==> src/rtl/se_cla_acc_if.sv <==
// Stream interface for the sign-extending accumulator: an input beat channel,
// a result channel and the frame-open status flag.
interface se_cla_acc_if #(
    parameter int A_W = 27,
    parameter int S_W = 51
) ();
    logic                  mode;
    logic                  in_valid;
    logic                  in_ready;
    logic                  in_first;
    logic                  in_last;
    logic signed [A_W-1:0] in_data;
    logic                  out_valid;
    logic                  out_ready;
    logic signed [S_W-1:0] out_data;
    logic                  out_ovf;
    logic                  busy;

    modport master (
        output mode, in_valid, in_first, in_last, in_data, out_ready,
        input  in_ready, out_valid, out_data, out_ovf, busy
    );

    modport slave (
        input  mode, in_valid, in_first, in_last, in_data, out_ready,
        output in_ready, out_valid, out_data, out_ovf, busy
    );
endinterface

==> src/rtl/se_cla_acc.sv <==
// Sign-extending accumulator for the DCIM macro output path. Each accepted
// signed beat is widened to S_W+2 bits and either summed (mode 0) or
// shift-added MSB-first with a negative weight on the first beat (mode 1).
// The result of a frame is held on the output until the consumer takes it.
module se_cla_acc #(
    parameter int A_W = 27,
    parameter int S_W = 51,
    parameter bit SAT = 1'b0
) (
    input logic         clk,
    input logic         rst_n,
    se_cla_acc_if.slave bus
);
    // Two guard bits above S_W make 2*acc + x exact before range checking.
    localparam int X_W = S_W + 2;
    localparam logic signed [X_W-1:0] MAX_V = {3'b000, {(S_W-1){1'b1}}};
    localparam logic signed [X_W-1:0] MIN_V = {3'b111, {(S_W-1){1'b0}}};

    typedef enum logic [1:0] {IDLE, ACCUM, HOLD} state_t;

    state_t                state_p1, state_p0;
    logic signed [S_W-1:0] acc_p1, acc_p0;
    logic                  ovf_p1, ovf_p0;
    logic                  mode_p1, mode_p0;
    logic                  vld_p1;

    logic                  accept;
    logic                  start;
    logic                  mode_eff;
    logic signed [X_W-1:0] x;
    logic signed [X_W-1:0] prev;
    logic signed [X_W-1:0] nxt;
    logic                  step_ovf;

    function automatic logic out_of_range(input logic signed [X_W-1:0] v);
        return (v > MAX_V) || (v < MIN_V);
    endfunction

    // Clamp to the S_W signed range when saturating, otherwise wrap.
    function automatic logic signed [S_W-1:0] sat_wrap(input logic signed [X_W-1:0] v);
        if (SAT && (v > MAX_V))      return MAX_V[S_W-1:0];
        else if (SAT && (v < MIN_V)) return MIN_V[S_W-1:0];
        else                         return v[S_W-1:0];
    endfunction

    assign vld_p1        = (state_p1 == HOLD);
    assign bus.in_ready  = !(vld_p1 && !bus.out_ready);
    assign bus.out_valid = vld_p1;
    assign bus.out_data  = acc_p1;
    assign bus.out_ovf   = ovf_p1;
    assign bus.busy      = (state_p1 == ACCUM);

    assign accept   = bus.in_valid && bus.in_ready;
    assign start    = accept && (bus.in_first || (state_p1 != ACCUM));
    assign mode_eff = start ? bus.mode : mode_p1;

    // Widen the addend and the previous sum, then form the next partial sum.
    always_comb begin
        x        = {{(X_W-A_W){bus.in_data[A_W-1]}}, bus.in_data};
        prev     = start ? '0 : {{2{acc_p1[S_W-1]}}, acc_p1};
        nxt      = mode_eff ? ((prev <<< 1) + (start ? -x : x)) : (prev + x);
        step_ovf = out_of_range(nxt);
    end

    // Next-state: accepted beats update the sum; HOLD drains on out_ready.
    always_comb begin
        state_p0 = state_p1;
        acc_p0   = acc_p1;
        ovf_p0   = ovf_p1;
        mode_p0  = mode_p1;
        if (accept) begin
            acc_p0   = sat_wrap(nxt);
            ovf_p0   = start ? step_ovf : (ovf_p1 | step_ovf);
            mode_p0  = mode_eff;
            state_p0 = bus.in_last ? HOLD : ACCUM;
        end else if ((state_p1 == HOLD) && bus.out_ready) begin
            state_p0 = IDLE;
        end
    end

    // Stage p0 -> p1: frame state, sum, sticky overflow and latched mode.
    always_ff @(posedge clk or negedge rst_n) begin
        if (!rst_n) begin
            state_p1 <= IDLE;
            acc_p1   <= '0;
            ovf_p1   <= 1'b0;
            mode_p1  <= 1'b0;
        end else begin
            state_p1 <= state_p0;
            acc_p1   <= acc_p0;
            ovf_p1   <= ovf_p0;
            mode_p1  <= mode_p0;
        end
    end
endmodule

==> src/flat_wrapper.sv <==
// flat-port wrapper written by rule: the top's interface ports become plain ports
module se_cla_acc_flat 
#(
    parameter int A_W = 27,
    parameter int S_W = 51,
    parameter bit SAT = 1'b0
)
  (clk, rst_n, bus_mode, bus_in_valid, bus_in_first, bus_in_last, bus_in_data, bus_out_ready, bus_in_ready, bus_out_valid, bus_out_data, bus_out_ovf, bus_busy);
  se_cla_acc_if #(.A_W(A_W), .S_W(S_W)) bus_i ();
  input logic clk;
  input logic rst_n;
  input wire logic [$bits(bus_i.mode)-1:0] bus_mode;
  input wire logic [$bits(bus_i.in_valid)-1:0] bus_in_valid;
  input wire logic [$bits(bus_i.in_first)-1:0] bus_in_first;
  input wire logic [$bits(bus_i.in_last)-1:0] bus_in_last;
  input wire logic [$bits(bus_i.in_data)-1:0] bus_in_data;
  input wire logic [$bits(bus_i.out_ready)-1:0] bus_out_ready;
  output wire logic [$bits(bus_i.in_ready)-1:0] bus_in_ready;
  output wire logic [$bits(bus_i.out_valid)-1:0] bus_out_valid;
  output wire logic [$bits(bus_i.out_data)-1:0] bus_out_data;
  output wire logic [$bits(bus_i.out_ovf)-1:0] bus_out_ovf;
  output wire logic [$bits(bus_i.busy)-1:0] bus_busy;
  assign bus_i.mode = bus_mode;
  assign bus_i.in_valid = bus_in_valid;
  assign bus_i.in_first = bus_in_first;
  assign bus_i.in_last = bus_in_last;
  assign bus_i.in_data = bus_in_data;
  assign bus_i.out_ready = bus_out_ready;
  assign bus_in_ready = bus_i.in_ready;
  assign bus_out_valid = bus_i.out_valid;
  assign bus_out_data = bus_i.out_data;
  assign bus_out_ovf = bus_i.out_ovf;
  assign bus_busy = bus_i.busy;
  se_cla_acc #(.A_W(A_W), .S_W(S_W), .SAT(SAT)) u_core (.clk(clk), .rst_n(rst_n), .bus(bus_i));
endmodule
==> config.mk <==
export PLATFORM = sky130hd
export DESIGN_NAME = se_cla_acc_flat
export DESIGN_NICKNAME = d
export VERILOG_FILES = /design/src/rtl/se_cla_acc_if.sv /design/src/rtl/se_cla_acc.sv /design/src/flat_wrapper.sv
export SDC_FILE = /design/constraint.sdc
export NUM_CORES = 1
export LEC_CHECK = 0
export ABC_AREA = 1
export BUFFER_PORTS_ARGS = -buffer_cell sky130_fd_sc_hd__buf_4
export CORE_MARGIN = 2
export CORE_UTILIZATION = 40
export DETAILED_ROUTE_END_ITERATION = 12
export SLEW_MARGIN = 20
export SYNTH_ARGS = -nofsm -noshare
export SYNTH_HDL_FRONTEND = slang
export SYNTH_SLANG_ARGS = --single-unit
==> constraint.sdc <==
create_clock -name clk -period 6.15 [get_ports clk]
set_input_delay 1.23 -clock clk [delete_from_list [all_inputs] [get_ports clk]]
set_output_delay 1.23 -clock clk [all_outputs]
set_load 0.005 [all_outputs]
* Word level (Yosys, flattened, before mapping)
Index checks and enable logic that the tools add are counted.
W data, S select, Z words.
** Cells by class
- Add/sub/neg operators :: 3
- Multiplexer cells :: 8
- $lt $le $gt $ge :: 2
- Bitwise gates (word level) :: 1
- Eq/ne operators :: 3
- Reductions and logical operators :: 9
** Operator list (count)
- $mux W53 :: 3
- $add A53 B27 Y53 :: 1
- $add A53 B53 Y53 :: 1
- $gt A53 B51 Y1 const B :: 1
- $lt A53 B51 Y1 const B :: 1
- $neg A27 Y53 :: 1
- $mux W2 :: 3
- $logic_and A1 B1 Y1 :: 4
- $eq A2 B1 Y1 const B :: 1
- $eq A2 B2 Y1 const B :: 1
- $logic_not A1 Y1 :: 2
- $logic_or A1 B1 Y1 :: 2
- $mux W1 :: 2
- $ne A2 B1 Y1 const B :: 1
- $reduce_bool A2 Y1 :: 1
- $or A1 B1 Y1 :: 1
** Word-level totals
- Output and inout port bits :: 55
- Register bits :: 55

* Longest topological paths before layout
Gate-level depths: netlist (run 1).
- Word-level depth :: 12
- Gate-level depth with buffers :: 29
- Depth with buffers taken out :: 28

* Worst setup path after synthesis (run 1)
No wires, ideal clock.
- Path kind :: input to register
- Start point :: input bus_in_data[1]
- End point :: register u_core.ovf_p1 (netlist: u_core.bus.out_ovf)
- Cell stages on the path :: 27
- Slack :: 2.000 ns
- Required time :: 6.032 ns
- Setup time :: 0.118 ns
- Data arrival time :: 4.032 ns
- Cell sequence :: nor3_2 > nand2_1 > nor3_2 > nand3_1 > nor2_1 > nand3_1 > nor2_1 > nand2_1 > nor2_2 > buf_2 > a21boi_0 > ha_1 > nand2_1 > inv_1 > nand2_1 > nor3_1 > nand2_1 > nor2_1 > nand2_1 > nand3_1 > nand2_1 > nand3_1 > nand2_1 > nor2_1 > nand2_1 > nand3_1 > nand2_1
** Between the ends
- Word-level cells in the longest chain between the ends :: 8
- Elaborated cells on any way between the ends :: 10
- Classes of those cells :: 3 x add/sub; 2 x order compare; 3 x mux; 1 x bitwise; 1 x reduce/logical
** RTL lines
- start: declaration :: line flat_wrapper.sv:16 : input wire logic [$bits(bus_i.in_data)-1:0] bus_in_data;
- $neg A27 Y53 :: line se_cla_acc.sv:61 : nxt = mode_eff ? ((prev <<< 1) + (start ? -x : x)) : (prev + x);
- $mux W53 :: line se_cla_acc.sv:61
- $add A53 B53 Y53 :: line se_cla_acc.sv:61
- $mux W53 (*) :: line se_cla_acc.sv:61
- $gt A53 B51 Y1 / $lt A53 B51 Y1 (equally long branches) :: line se_cla_acc.sv:36 : return (v > MAX_V) || (v < MIN_V);
- $logic_or A1 B1 Y1 (*) :: line se_cla_acc.sv:36
- $or A1 B1 Y1 :: line se_cla_acc.sv:73 : ovf_p0 = start ? step_ovf : (ovf_p1 | step_ovf);
- $mux W1 (*) :: line se_cla_acc.sv:73
- end signal: assignment :: line se_cla_acc.sv:91 : ovf_p1 <= ovf_p0;
- end: declaration :: line se_cla_acc.sv:23 : logic ovf_p1, ovf_p0;
Every way passes the cells marked *; elsewhere a longest branch is shown, timed or not.
A chain may end at the register's enable or synchronous reset.

* Worst setup path in the final report (run 1)
- Start point :: input bus_in_data[1]
- End point :: register u_core.acc_p1[45] (netlist: u_core.bus.out_data[45])
** Between the ends
- Word-level cells in the longest chain between the ends :: 4
- Elaborated cells on any way between the ends :: 5
- Classes of those cells :: 3 x add/sub; 2 x mux
** RTL lines
- $neg A27 Y53 :: line se_cla_acc.sv:61
- $mux W53 :: line se_cla_acc.sv:61
- $add A53 B53 Y53 :: line se_cla_acc.sv:61
- $mux W53 (*) :: line se_cla_acc.sv:61
- end signal: assignment :: line se_cla_acc.sv:90 : acc_p1 <= acc_p0;
- end: declaration :: line se_cla_acc.sv:22 : logic signed [S_W-1:0] acc_p1, acc_p0;
Marked as above.

==> flow_metrics.env, run 1 <==
export IMPL_status="complete, no violations"
export IMPL_ir_drop_mv=0.178
export IMPL_postSynthAreaPerCell_um2=5.34
export IMPL_fin_nets=2329
export IMPL_hold_buffers=0
export IMPL_htree_levels=2
export IMPL_hold_viol_final=0
export IMPL_setup_tns_ps=0
export IMPL_finalCriticalPeriod_ps=5170
export IMPL_drive_above_1_share_pct=5.61
export IMPL_pwr_density_cell_nw_per_um2=437
export IMPL_synth_nets=2258
export IMPL_worstMarginPinSlew_ps=846
export IMPL_cts_tree="yes"
export IMPL_regArea_um2=1380
export IMPL_final_cell_mix="nand2_1 (727), inv_1 (372), nor2_1 (238), a21oi_1 (142), nand3_1 (137)"
export IMPL_crit_fanout=4
export IMPL_grt_total_usage_pct=35.2
export IMPL_dpl_hpwl_um=43700
export IMPL_cellLeakagePower_nw=7.21
export IMPL_rsz0062_at_grt="no"
export IMPL_crit_path_end_kind="flip-flop"
export IMPL_synth_seq_cells=55
export IMPL_antenna_cells_inserted=0
export IMPL_area_growth_synth_to_final_pct=10.9
export IMPL_seq_area_frac_synth_pct=12.2
export IMPL_antenna_found_initial=0
export IMPL_syn_area_um2=11300
export IMPL_route_detailed_drc=0
export IMPL_postRouteAntennaNets=0
export IMPL_port_buffers=88
export IMPL_fillerInstances=3183
export IMPL_clock_path_buffers=2
export IMPL_cts_buffers_inserted=5
export IMPL_vias=14000
export IMPL_grt_pass1_vias=12900
export IMPL_synth_async_reset_ratio_pct=100
export IMPL_syn_inst=2119
export IMPL_grt_overflow=0
export IMPL_yosysUniqueCellTypes=39
export IMPL_grt_pass1_wl_um=77300
export IMPL_finClkSkew_ps=8.95
export IMPL_clock_fmax_mhz=193
export IMPL_clk_latency_ps=330
export IMPL_hold_class="reg2reg"
export IMPL_die_area_um2=29600
export IMPL_globalplace_congestion=1.00
export IMPL_ys_warn_count=0
export IMPL_multi_input_area_um2=8380
export IMPL_routed_wl_um=51700
export IMPL_dr_pass1_iters=6
export IMPL_cts_root_buf="clkbuf_16"
export IMPL_cts_setup_buffers=0
export IMPL_critPathKind="in2reg"
export IMPL_wire_per_inst_um=20.1
export IMPL_cts_resized=0
export IMPL_synth_top_area_share_pct=24.2
export IMPL_die_y_um=172
export IMPL_pin_count=89
export IMPL_power_mw=5.48
export IMPL_die_w_um=172
export IMPL_cp_data_required_time_ps=6360
export IMPL_cp_arrival_ps=5380
export IMPL_slew_viol_final=0
export IMPL_critPathLaunchType="primary input"
export IMPL_synth_edf_count=0
export IMPL_start_util_pct=40.7
export IMPL_fin_cells=2569
export IMPL_cts_sinks=55
export IMPL_grt_max_degree=60
export IMPL_dp_cells=2561
export IMPL_netlist_top_cell_by_area="nand2_1"
export IMPL_yosys_top_cells_area="nand2_1 (24%), inv_1 (12%), dfrtp_1 (12%)"
export IMPL_coreArea_um2=27800
export IMPL_rows=61
export IMPL_synth_flop_cell="dfrtp_1"
export IMPL_max_slew_margin_pct=43.6
export IMPL_vias_per_cell=5.43
export IMPL_layout_commonest_cell="nand2_1"
export IMPL_setup_viol=0
export IMPL_fin_crit_sh_pct=84.1
export IMPL_holdWs_ps=501
export IMPL_path_clk_slew_ps=80
export IMPL_cap_viol_max_count=0
export IMPL_drt_iter0_drc=1520
## report_power, final
group | switching, mW | internal [mW]
sequential | 0.215 | 0.532
clock | 0.170 | 0.195
combinational | 2.94 | 1.43
total | 3.33 | 2.15
## metal layers
layer | global-route usage, % | wire [µm] | vias to the layer above
met4 | 8.84 | 1210 | 0
met5 | 0 | 0 | -
met2 | 51.9 | 21000 | 542
met3 | 4.92 | 4370 | 58
met1 | 53.4 | 25100 | 6525
li1 | - | - | 6830
## path summary, 6_finish.rpt
path                                    startpoint                      end  slack, ps  depth (start not counted)
max in group asynchronous                    rst_n  u_core.bus.out_data[46]       4580                          1
worst max register to register  u_core.state_p1[1]  u_core.bus.out_data[45]       1520                         20
worst max-delay path                bus_in_data[1]  u_core.bus.out_data[45]        980                         23
worst min-delay path            u_core.bus.out_ovf       u_core.bus.out_ovf        500                          2
min in group asynchronous                    rst_n   u_core.bus.out_data[9]        990                          1
worst min register to register  u_core.bus.out_ovf       u_core.bus.out_ovf        500                          2
## registers in the layout, summed over array words and instances, names as in the netlist
register / count
u_core.bus.out_data: 51
u_core.bus.out_ovf: 1
u_core.mode_p1: 1
u_core.state_p1: 2
## synth_stat cells (7+ instances only)
cell type,instances
xnor2_1,22
nor4_1,7
a21o_1,7
a31oi_1,9
nor3_1,24
o21ai_0,75
xor2_1,36
nand3_1,137
nor2_1,238
nand2_1,728
clkbuf_1,15
o21ai_1,11
buf_2,11
a21boi_0,16
dfrtp_1,55
o21bai_1,18
a21oi_1,142
o21a_1,7
nand4_1,27
ha_1,103
o211ai_1,13
inv_1,372
## per-stage QoR
stage,worst slack [ps],instance area (µm²),util (%)
4_1_cts,1100,12500,45.1
3_5_place_dp,761,12400,44.5
2_1_floorplan,2000,11300,-
3_3_place_gp,759,12400,44.5
5_1_grt,652,12500,45.1
6_report,979,12500,45.1
## worst max-delay path, stage by stage
cell	delay (ps)
buf_4	130
inv_1	120
ha_1	180
nand2_1	80
nor2_1	270
nand2_1	90
nor4_1	330
nand4_1	230
nor2_1	230
nand3_1	110
o31ai_1	330
ha_1	350
nand2_1	90
nand2_1	70
a21oi_1	200
a21boi_0	480
o21ai_0	240
nand2_1	180
nand3_1	100
nand2_1	70
nand3_1	80
nand3_1	120
nand2_1	60
## final cells by class
class	count	area share (%)
Multi-Input combinational cell	1654	66.8
Timing Repair Buffer	98	5.87
Tap cell	378	3.77
Clock buffer	6	1.03
Sequential cell	55	11.0
Inverter	376	11.3
Clock inverter	2	0.309
## cells by family (layout without fill, tap and decap cells)
logic type / after synthesis / after routing / share of synthesized area, %
XOR/XNOR: 58 / 58 / 4.49
adder cells (fa/ha/maj): 105 / 105 / 11.7
AO/OA/AOI/OAI: 305 / 305 / 15.1
flip-flops: 55 / 55 / 12.2
AND/OR/NAND/NOR: 1186 / 1186 / 42.7
buffers and inverters: 410 / 482 / 13.9
Note: power is estimated with default switching activity, not from simulation.
==> run 2: changes to the inputs <==
- clock period: 6.15 -> 4.3 ns (I/O delays scaled with it)
==> flow_metrics.env, run 2 (synthesis gave the netlist of run 1 again) <==
export IMPL_status="complete, no violations"
export IMPL_hold_class="reg2reg"
export IMPL_dp_cells=2755
export IMPL_crit_path_max_incr_delay_ps=380
export IMPL_critPathLaunchType="primary input"
export IMPL_hold_start="u_core.bus.out_data[25]"
export IMPL_max_slew_margin_pct=34.3
export IMPL_antenna_found_initial=0
export IMPL_grt_overflow=0
export IMPL_ir_drop_mv=0.293
export IMPL_critPathKind="in2reg"
export IMPL_port_buffers=88
export IMPL_crit_path_end_kind="flip-flop"
export IMPL_die_w_um=172
export IMPL_setup_tns_ps=0
export IMPL_crit_top_cell="nand2_1"
export IMPL_grt_total_usage_pct=36.6
export IMPL_cts_buffers_inserted=5
export IMPL_crit_fanout=13
export IMPL_slowest_stage="ha_1"
export IMPL_finalCriticalPeriod_ps=4180
export IMPL_utilization_pct=52.4
export IMPL_postRouteAntennaNets=0
export IMPL_p_comb_share_pct=82.7
export IMPL_fin_crit_sh_pct=97.2
export IMPL_start_util_pct=40.7
export IMPL_hold_viol_final=0
export IMPL_globalplace_congestion=1.00
export IMPL_clock_fmax_mhz=239
export IMPL_layout_setup_ws_ps=122
export IMPL_worstMarginPinSlew_ps=982
export IMPL_drt_iter0_drc=1423
export IMPL_fin_cells=2775
export IMPL_vias=14700
export IMPL_dr_pass1_iters=5
export IMPL_pin_count=89
export IMPL_rrSetupSlack_ps=400
export IMPL_vias_per_cell=5.30
export IMPL_drive_above_1_share_pct=17.2
export IMPL_fin_area_um2=14500
export IMPL_cellLeakagePower_nw=8.28
export IMPL_p_sw_share_pct=56.5
export IMPL_dpl_hpwl_um=45400
export IMPL_cp_buffers_inverters=8
export IMPL_htree_levels=2
export IMPL_die_area_um2=29600
export IMPL_rsz0062_at_grt="yes"
export IMPL_layout_commonest_cell="nand2_1"
export IMPL_hold_depth=2
export IMPL_grt_max_degree=60
export IMPL_antenna_cells_inserted=0
export IMPL_finClkSkew_ps=15.9
export IMPL_rows=61
export IMPL_hold_end="u_core.bus.out_data[25]"
export IMPL_critPathTopFamily="simple AND/OR/NAND/NOR gates"
export IMPL_clock_path_buffers=2
export IMPL_grt_pass1_vias=13800
export IMPL_r2r_cells=18
export IMPL_clockPowerShare_pct=5.7
export IMPL_p_sw_mw=5.15
export IMPL_cp_data_required_time_ps=4520
export IMPL_grt_pass1_wl_um=80800
export IMPL_cp_arrival_ps=4400
export IMPL_route_detailed_drc=0
export IMPL_intPower_mw=3.96
export IMPL_cts_root_buf="clkbuf_16"
export IMPL_reg2reg_to="u_core.bus.out_data[23]"
export IMPL_routed_wl_um=53800
export IMPL_cap_viol_max_count=0
export IMPL_final_cell_mix="nand2_1 (707), inv_1 (369), buf_4 (299), nor2_1 (214), nand3_1 (130)"
export IMPL_largest_reg_flops=51
export IMPL_fin_nets=2536
export IMPL_cts_tree="yes"
export IMPL_setup_viol=0
export IMPL_path_clk_slew_ps=100
export IMPL_clk_latency_ps=320
export IMPL_p_seq_share_pct=11.6
export IMPL_coreArea_um2=27800
export IMPL_area_growth_synth_to_final_pct=28.6
export IMPL_r2r_start="u_core.state_p1[0]"
export IMPL_cts_sinks=55
export IMPL_die_y_um=172
export IMPL_pwr_density_cell_nw_per_um2=626
export IMPL_place_area_um2=13900
export IMPL_slew_viol_final=0
export IMPL_wire_per_inst_um=19.4
export IMPL_place_ws_ps=-570
## run 2: how the worst max path moves through the flow
stage,startpoint,end,slack [ps],depth (start not counted)
final,bus_in_data[2],u_core.bus.out_data[48],120,25
after global routing,bus_in_data[2],u_core.bus.out_data[48],-60,26
after CTS,bus_in_data[0],u_core.bus.out_data[44],30,26
after detailed placement,bus_in_data[0],u_core.bus.out_data[44],-570,26
after global placement,bus_in_data[1],u_core.bus.out_data[44],-510,26
after floorplan,bus_in_data[1],u_core.bus.out_ovf,520,27
## run 2: worst reg2reg max path: cells and delay by family, from the launching register on
kind                     cells  cell delay [ps]
AO/OA/AOI/OAI                2              880
XOR/XNOR                     1              330
adder cells (fa/ha/maj)      1              260
buffers and inverters        5              870
flip-flops                   1              430
AND/OR/NAND/NOR              9             1020
## run 2: per-layer routing
| layer | routed length, µm | share of wire (%) | track usage (%) |
|---|---|---|---|
| met1 | 25700 | 48 | 54.9 |
| met2 | 21300 | 40 | 52.4 |
| met3 | 5300 | 9.8 | 7.28 |
| met4 | 1490 | 2.8 | 10.0 |
| met5 | 0 | 0 | 0 |
## run 2: power by group through the flow
stage	combinational, mW	clock [mW]	sequential, mW
floorplan	3.88	0	0.961
global placement	6.96	0	1.06
detailed placement	6.98	0	1.06
CTS	7.03	0.520	1.05
global route	8.23	0.529	1.08
finish	7.53	0.518	1.06
## run 2: area by class of cell
class	count	area, µm²
repair buffers	305	2360
clock buffers	6	129
multi-input cells	1654	8770
fillers	3076	13200
inverters	376	1410
flip-flops and latches	55	1380
well taps	378	473
clock inverters	1	30.0
## run 2: metrics by stage
step | power [mW] | hold slack, ps
global placement | 8.02 | 486
detailed placement | 8.05 | 482
floorplan | 4.84 | 473
CTS | 8.60 | 511
finish | 9.10 | 515
global route | 9.85 | 539
## run 2: repair_timing
action / CTS / global route
gates resized for setup: 6 / 106
buffers inserted: 0 / 13
hold buffers: 0 / 0
pin swaps: 0 / 27
setup endpoints to repair: 4 / 29
